[src/rtl/wb_irq_pkg.sv]
// Shared register map and vector-word helpers for the Wishbone interrupt controller.
package wb_irq_pkg;

  localparam logic [7:0] IRQ_PENDING = 8'h00;
  localparam logic [7:0] IRQ_ENABLE  = 8'h04;
  localparam logic [7:0] IRQ_STATUS  = 8'h08;
  localparam logic [7:0] IRQ_RAW     = 8'h0C;
  localparam logic [7:0] IRQ_VECTOR  = 8'h10;

  localparam int VECTOR_VALID_BIT = 31;
  localparam int IDX_W            = 5;

  function automatic logic [31:0] make_vector(input logic valid, input logic [IDX_W-1:0] idx);
    logic [31:0] v;
    v                   = '0;
    v[VECTOR_VALID_BIT] = valid;
    v[IDX_W-1:0]        = idx;
    return v;
  endfunction

endpackage

[src/rtl/irq_prio_enc.sv]
// Lowest-index-first priority encoder; idx_o is 0 when no request is active.
module irq_prio_enc
  import wb_irq_pkg::*;
#(
  parameter int N_SRC = 8
) (
  input  logic [N_SRC-1:0] req_i,
  output logic             valid_o,
  output logic [IDX_W-1:0] idx_o
);

  // Scanning downward lets the lowest set bit overwrite any higher one.
  always_comb begin
    idx_o = '0;
    for (int i = N_SRC - 1; i >= 0; i--) begin
      if (req_i[i]) idx_o = IDX_W'(i);
    end
  end

  assign valid_o = |req_i;

endmodule

[src/rtl/wb_irq_ctrl.sv]
// Wishbone interrupt controller: rising-edge capture into W1C pending bits,
// software enable mask, registered CPU interrupt and a priority vector register.
module wb_irq_ctrl
  import wb_irq_pkg::*;
#(
  parameter int N_SRC = 8
) (
  input  logic             clk,
  input  logic             reset,
  input  logic             wb_stb_i,
  input  logic             wb_cyc_i,
  output logic             wb_ack_o,
  input  logic             wb_we_i,
  input  logic [31:0]      wb_adr_i,
  input  logic [3:0]       wb_sel_i,
  input  logic [31:0]      wb_dat_i,
  output logic [31:0]      wb_dat_o,
  input  logic [N_SRC-1:0] irq_src,
  output logic             irq_o
);

  logic [N_SRC-1:0] pending_q, pending_d;
  logic [N_SRC-1:0] enable_q, enable_d;
  logic [N_SRC-1:0] src_q;
  logic [N_SRC-1:0] rise;
  logic [N_SRC-1:0] clr_mask;
  logic [N_SRC-1:0] status;
  logic [31:0]      dat_q, dat_d;
  logic             ack_q;
  logic             irq_q;
  logic             access, wr, rd;
  logic [7:0]       adr;
  logic             vec_valid;
  logic [IDX_W-1:0] vec_idx;
  logic             unused_bits;

  assign adr    = wb_adr_i[7:0];
  assign access = wb_stb_i & wb_cyc_i & ~ack_q;
  assign wr     = access & wb_we_i;
  assign rd     = access & ~wb_we_i;
  assign rise   = irq_src & ~src_q;
  assign status = pending_q & enable_q;

  // Byte selects and upper address bits are deliberately not decoded.
  assign unused_bits = ^{wb_sel_i, wb_adr_i[31:8], wb_dat_i};

  irq_prio_enc #(.N_SRC(N_SRC)) u_prio (
    .req_i   (status),
    .valid_o (vec_valid),
    .idx_o   (vec_idx)
  );

  always_comb begin
    clr_mask = '0;
    enable_d = enable_q;
    dat_d    = dat_q;
    if (wr && adr == IRQ_PENDING) clr_mask = wb_dat_i[N_SRC-1:0];
    if (wr && adr == IRQ_ENABLE)  enable_d = wb_dat_i[N_SRC-1:0];
    // A new edge is OR-ed in after the clear so a coincident W1C cannot drop it.
    pending_d = (pending_q & ~clr_mask) | rise;
    if (rd) begin
      case (adr)
        IRQ_PENDING: dat_d = 32'(pending_q);
        IRQ_ENABLE:  dat_d = 32'(enable_q);
        IRQ_STATUS:  dat_d = 32'(status);
        IRQ_RAW:     dat_d = 32'(irq_src);
        IRQ_VECTOR:  dat_d = make_vector(vec_valid, vec_idx);
        default:     dat_d = '0;
      endcase
    end
  end

  always_ff @(posedge clk) begin
    if (reset) begin
      pending_q <= '0;
      enable_q  <= '0;
      src_q     <= '0;
      dat_q     <= '0;
      ack_q     <= 1'b0;
      irq_q     <= 1'b0;
    end else begin
      pending_q <= pending_d;
      enable_q  <= enable_d;
      src_q     <= irq_src;
      dat_q     <= dat_d;
      ack_q     <= access;
      irq_q     <= |status;
    end
  end

  assign wb_ack_o = wb_stb_i & wb_cyc_i & ack_q;
  assign wb_dat_o = dat_q;
  assign irq_o    = irq_q;

endmodule

[config.mk]
export PLATFORM = sky130hd
export DESIGN_NAME = wb_irq_ctrl
export DESIGN_NICKNAME = d
export VERILOG_FILES = /design/src/rtl/wb_irq_pkg.sv /design/src/rtl/irq_prio_enc.sv /design/src/rtl/wb_irq_ctrl.sv
export SDC_FILE = /design/constraint.sdc
export NUM_CORES = 1
export LEC_CHECK = 0
export ABC_AREA = 0
export BUFFER_PORTS_ARGS = -buffer_cell sky130_fd_sc_hd__buf_2
export CAP_MARGIN = 20
export CELL_PAD_IN_SITES_DETAIL_PLACEMENT = 2
export CELL_PAD_IN_SITES_GLOBAL_PLACEMENT = 2
export CORE_MARGIN = 1.5
export CORE_UTILIZATION = 23
export DETAILED_ROUTE_END_ITERATION = 10
export PLACE_DENSITY_LB_ADDON = 0.1
export SLEW_MARGIN = 20
export SYNTH_ARGS = -nofsm -noshare
export SYNTH_HDL_FRONTEND = slang
export SYNTH_SLANG_ARGS = --single-unit
[constraint.sdc]
create_clock -name clk -period 3.15 [get_ports clk]
set_input_delay 0.1575 -clock clk [delete_from_list [all_inputs] [get_ports clk]]
set_output_delay 0.1575 -clock clk [all_outputs]
set_load 0.1 [all_outputs]
* Word level (Yosys, flattened, before mapping) *
Index checks and enable logic that the tools add are counted.
W data, S select, Z words.

word-level totals
  register bits after elaboration = 58
  bits of input ports = 81

operators by class
  equal/unequal tests = 4
  mux-type cells = 10
  bitwise gates (word level) = 13
  reduce and logical (&&, ||, !) cells = 4

operator list
  kind                  count
  $pmux W32 S5          1
  $and A8 B8 Y8         3
  $mux W3               8
  $eq A8 B4 Y1 const B  2
  $not A8 Y8            2
  $eq A8 B3 Y1 const B  1
  $eq A8 B5 Y1 const B  1
  $logic_not A8 Y1      1
  $mux W8               1
  $or A8 B8 Y8          1
  $reduce_or A8 Y1      1
  $and A1 B1 Y1         5
  $logic_and A1 B1 Y1   2
  $not A1 Y1            2

* Longest topological paths before layout *
  depth after elaboration = 10
  gate-level depth with buffers = 7
  mapped depth without buffers = 5

* By module *
From an unflattened synthesis, not the netlist that was laid out.

second synthesis, totals
  cells, all modules = 226
  area, all modules = 1911.8 um^2

modules (own cells, without submodules)
  module        instances  cells an instance  area each (um^2)  seq. area each (um^2)
  wb_irq_ctrl   1          210                1811.7            700.7
  irq_prio_enc  1          16                 100.1             0.0

* Worst setup path before layout *
Ideal clock, no wire load.

  path kind = input-to-reg
  start point = input wb_adr_i[2]
  end point = register dat_q[1] (netlist: wb_dat_o[1])
  arrival time = 1.694 ns
  required time = 3.090 ns
  path slack = 1.396 ns
  cell stages on the path = 5
  buffers on the path = 1
  cell sequence = buf_6 or4_4 or4_4 o31ai_1 o221a_2

between the ends
  longest elaborated chain between the ends = 2
  elaborated cells on any way between the ends = 6
  those cells by class = 4 x eq/ne; 1 x mux; 1 x reduce/logical

RTL lines
  what                                        RTL line           RTL
  start, declared                             wb_irq_ctrl.sv:14  input logic [31:0] wb_adr_i,
  $eq A8 B5 Y1, or another cell as far along  wb_irq_ctrl.sv:62  case (adr)
  $pmux W32 S5 *                              wb_irq_ctrl.sv:62
  end signal, assigned                        wb_irq_ctrl.sv:85  dat_q <= dat_d;
  end, declared                               wb_irq_ctrl.sv:28  logic [31:0] dat_q, dat_d;

Every way passes the cells marked *; elsewhere a longest branch is shown, timed or not.
A chain may end at the register's enable or synchronous reset.

* Worst setup path after layout *
  start point = input wb_adr_i[5]
  end point = register enable_q[3]

between the ends
  longest elaborated chain between the ends = 2

RTL lines
  what                  RTL line           RTL
  $eq A8 B3 Y1          wb_irq_ctrl.sv:58  if (wr && adr == IRQ_ENABLE) enable_d = wb_dat_i[N_SRC-1:0];
  $logic_and A1 B1 Y1   wb_irq_ctrl.sv:58
  end signal, assigned  wb_irq_ctrl.sv:83  enable_q <= enable_d;
  end, declared         wb_irq_ctrl.sv:23  logic [N_SRC-1:0] enable_q, enable_d;

Every way passes these cells.

==> flow_summary.toml <==
[run_status]
status = "finished, final reports clean"

[synth]
synth_ff_type = "dfxtp_1"
yosysWarnings = 0
yosysTopAreaCellShare = 0.4017
yosys.area.top_type = "dfxtp_1"
synth_edf_count = 0
synth_common_cells = "dfxtp_1, buf_4, nor2_1"
synthXorXnorAreaFrac = 0.005022
ys_seq_elements = 35
synth.most_common_cell = "dfxtp_1"
synth_top_family_by_area = "simple AND/OR/NAND/NOR gates"
seq_area_frac_synth = 0.4017
synthMuxAreaShare = 0.04591
syn_area_per_cell_um2 = 8.426
synthTopCellsByArea = "dfxtp_1, buf_4, a21oi_1, mux2i_1, nor2_1"
synthArstFlopShare = 0
synth_compound_area_frac = 0.1765
synth-simple-area-share = 0.2267
synthDistinctLibCells = 36
synth_fa_ha_area_frac = 0
synth_cells = 207
syn_area_um2 = 1744

[clock_network]
clk_path_buf_depth = 2
clk_latency_ns = 0.29
cts_tree = "built"
cts_sinks = 35
numCtsBuffers = 5
hold_buffers = 0
clock-root-buffer = "clkbuf_8"
post_cts_buffers = 0
clk_pin_slew_ns = 0.07
cts-resized-gates = 0
htree_levels = 2

[power]
p_seq_frac = 0.444
ir_drop_uv = 151.9
power_density_nw_per_um2 = 520.3
swShare = 0.3425
power_frac_comb = 0.206
p_int_uw = 695.0
p_switching_uw = 362.1
leakage_uw = 0.0009169
p_clk_frac = 0.349

[placement]
dp.final_hpwl_mm = 3.547
pre_cts_ws_ns = 1.007
place_inst = 335
port_buffers = 39
finalWeightedCongestion = 0.7352

[timing]
fin_tns_setup_ns = 0
skew_ns = 0.006226
setup_viol = 0
worstMarginPinSlew_ns = 0.6442
maxSlewViolCount = 0
period_minus_slack_ns = 1.826
maxSlewHeadroom = 0.5705
max_freq_mhz = 547.5
grt_setup_unrepaired = "no"
fin_hold_ws_ns = 0.1132
setup_ws_ns = 1.324
hold_viol_final = 0
fin_crit_sh = 0.5798

[critical_path]
cp-end-kind = "flop"
worstRegToRegCells = 4
critPathMaxFanout = 8
critPathLaunchType = "primary input"
critical_path.slowest_cell = "or4_1"
crit_arrival_ns = 1.98
path_class = "in -> reg"
cp_cell_sequence = "buf_2, or4_1, nor3_1, nand3_1, mux2i_1, nor2_1"
cpPeakStageDelay_ns = 0.57
required_ns = 3.31

[global_route]
grt_usage = 0.1196
grt_max_degree = 33
grt_pass1_wl_mm = 7.596
grt_overflow = 0
antenna_found_initial = 0
grt_pass1_vias = 1446

[cells_and_area]
nets = 324
antenna_cells = 0
register_area_um2 = 700.7
drive_gt1_frac = 0.2008
n_fill_cell = 919
multi_input_area_um2 = 878.3
stdcell_count = 343
syn_to_final_growth_pct = 16.50

[detailed_routing]
wire_per_inst_um = 13.97
drc_errors = 0
postRouteAntennaNets = 0
firstDrtPassIters = 4
via_per_inst = 4.388
vias = 1505
first_iter_violations = 41
wirelength_mm = 4.791

[floorplanning]
io_pins = 115
start_util = 0.2392
die-width_um = 90.08
dieHeight_um = 90.08
core.rowCount = 31
core_area_um2 = 7292
dieArea_um2 = 8114

[hold_path]
worstHoldPathCells = 2
hold_class = "in -> reg"

[job]
max_cap_violations = 0
==> kinds of logic after synthesis <==
group                  Yosys count
AND/OR/NAND/NOR                 74
buffers and inverters           41
AO/OA/AOI/OAI                   47
other                            1
multiplexers                     8
flip-flops                      35
XOR/XNOR                         1
==> through the flow <==
stage / cell area, um^2 / utilization / power [uW]
detailed placement: 1932 / 0.2649 / 699.4
CTS: 2032 / 0.2787 / 1077
floorplan: 1827 / - / 680.6
global route: 2032 / 0.2787 / 1118
global placement: 1932 / 0.2649 / 698.8
finish: 2032 / 0.2787 / 1057
==> critical path: cells and delay by family <==
kind / cells / cell delay (ns)
multiplexers: 1 / 0.32
AND/OR/NAND/NOR: 4 / 1.40
buffers and inverters: 1 / 0.10
==> power by group through the flow <==
stage               Clock, uW  Sequential, uW  Combinational [uW]
finish                    369             470                 218
global route              416             472                 230
CTS                       388             470                 220
detailed placement          0             480                 219
global placement            0             480                 219
floorplan                   0             489                 191
==> routing by layer <==
| metal | up-vias | wire (um) | global-route usage |
|---|---|---|---|
| li1 | 748 | - | - |
| met1 | 705 | 2336 | 0.1630 |
| met2 | 46 | 2127 | 0.1780 |
| met3 | 6 | 247 | 0.03215 |
| met4 | 0 | 81 | 0.04762 |
| met5 | - | 0 | 0 |
==> cell usage in the layout, fill, tap and decap left out, types with 2 or more instances in the layout <==
| cell | instances |
|---|---|
| a21oi_1 | 17 |
| or4_4 | 2 |
| buf_2 | 39 |
| a32o_1 | 3 |
| nand2b_1 | 9 |
| o21ai_0 | 10 |
| nor2b_1 | 10 |
| nor4_1 | 2 |
| nor2_1 | 18 |
| a22o_1 | 2 |
| inv_1 | 9 |
| dfxtp_1 | 35 |
| mux2i_1 | 8 |
| or3_1 | 2 |
| nand3_1 | 5 |
| a32oi_1 | 2 |
| conb_1 | 23 |
| o221ai_1 | 4 |
| nand3b_1 | 4 |
| nor3_1 | 7 |
| clkbuf_8 | 7 |
| a21o_1 | 2 |
| nand2_1 | 11 |
==> final cells by class <==
| type | instances | share of cell area |
|---|---|---|
| clock buffers | 8 | 0.04926 |
| inverters | 9 | 0.01663 |
| multi-input cells | 153 | 0.4323 |
| flip-flops and latches | 35 | 0.3448 |
| well taps | 99 | 0.06096 |
| repair buffers | 39 | 0.09606 |
==> worst paths after layout <==
path                    start           end  slack, ns
hold / removal     irq_src[0]      src_q[0]       0.11
hold reg to reg      src_q[0]  pending_q[0]       0.48
setup reg to reg        ack_q   enable_q[3]       1.53
setup / recovery  wb_adr_i[5]   enable_q[3]       1.32
==> sequential cells by signal, indices dropped and copies added, names as in the netlist <==
signal     count
wb_dat_o       9
enable_q       8
pending_q      8
src_q          8
ack_q          1
irq_o          1
(Power assumes the default switching activity.)
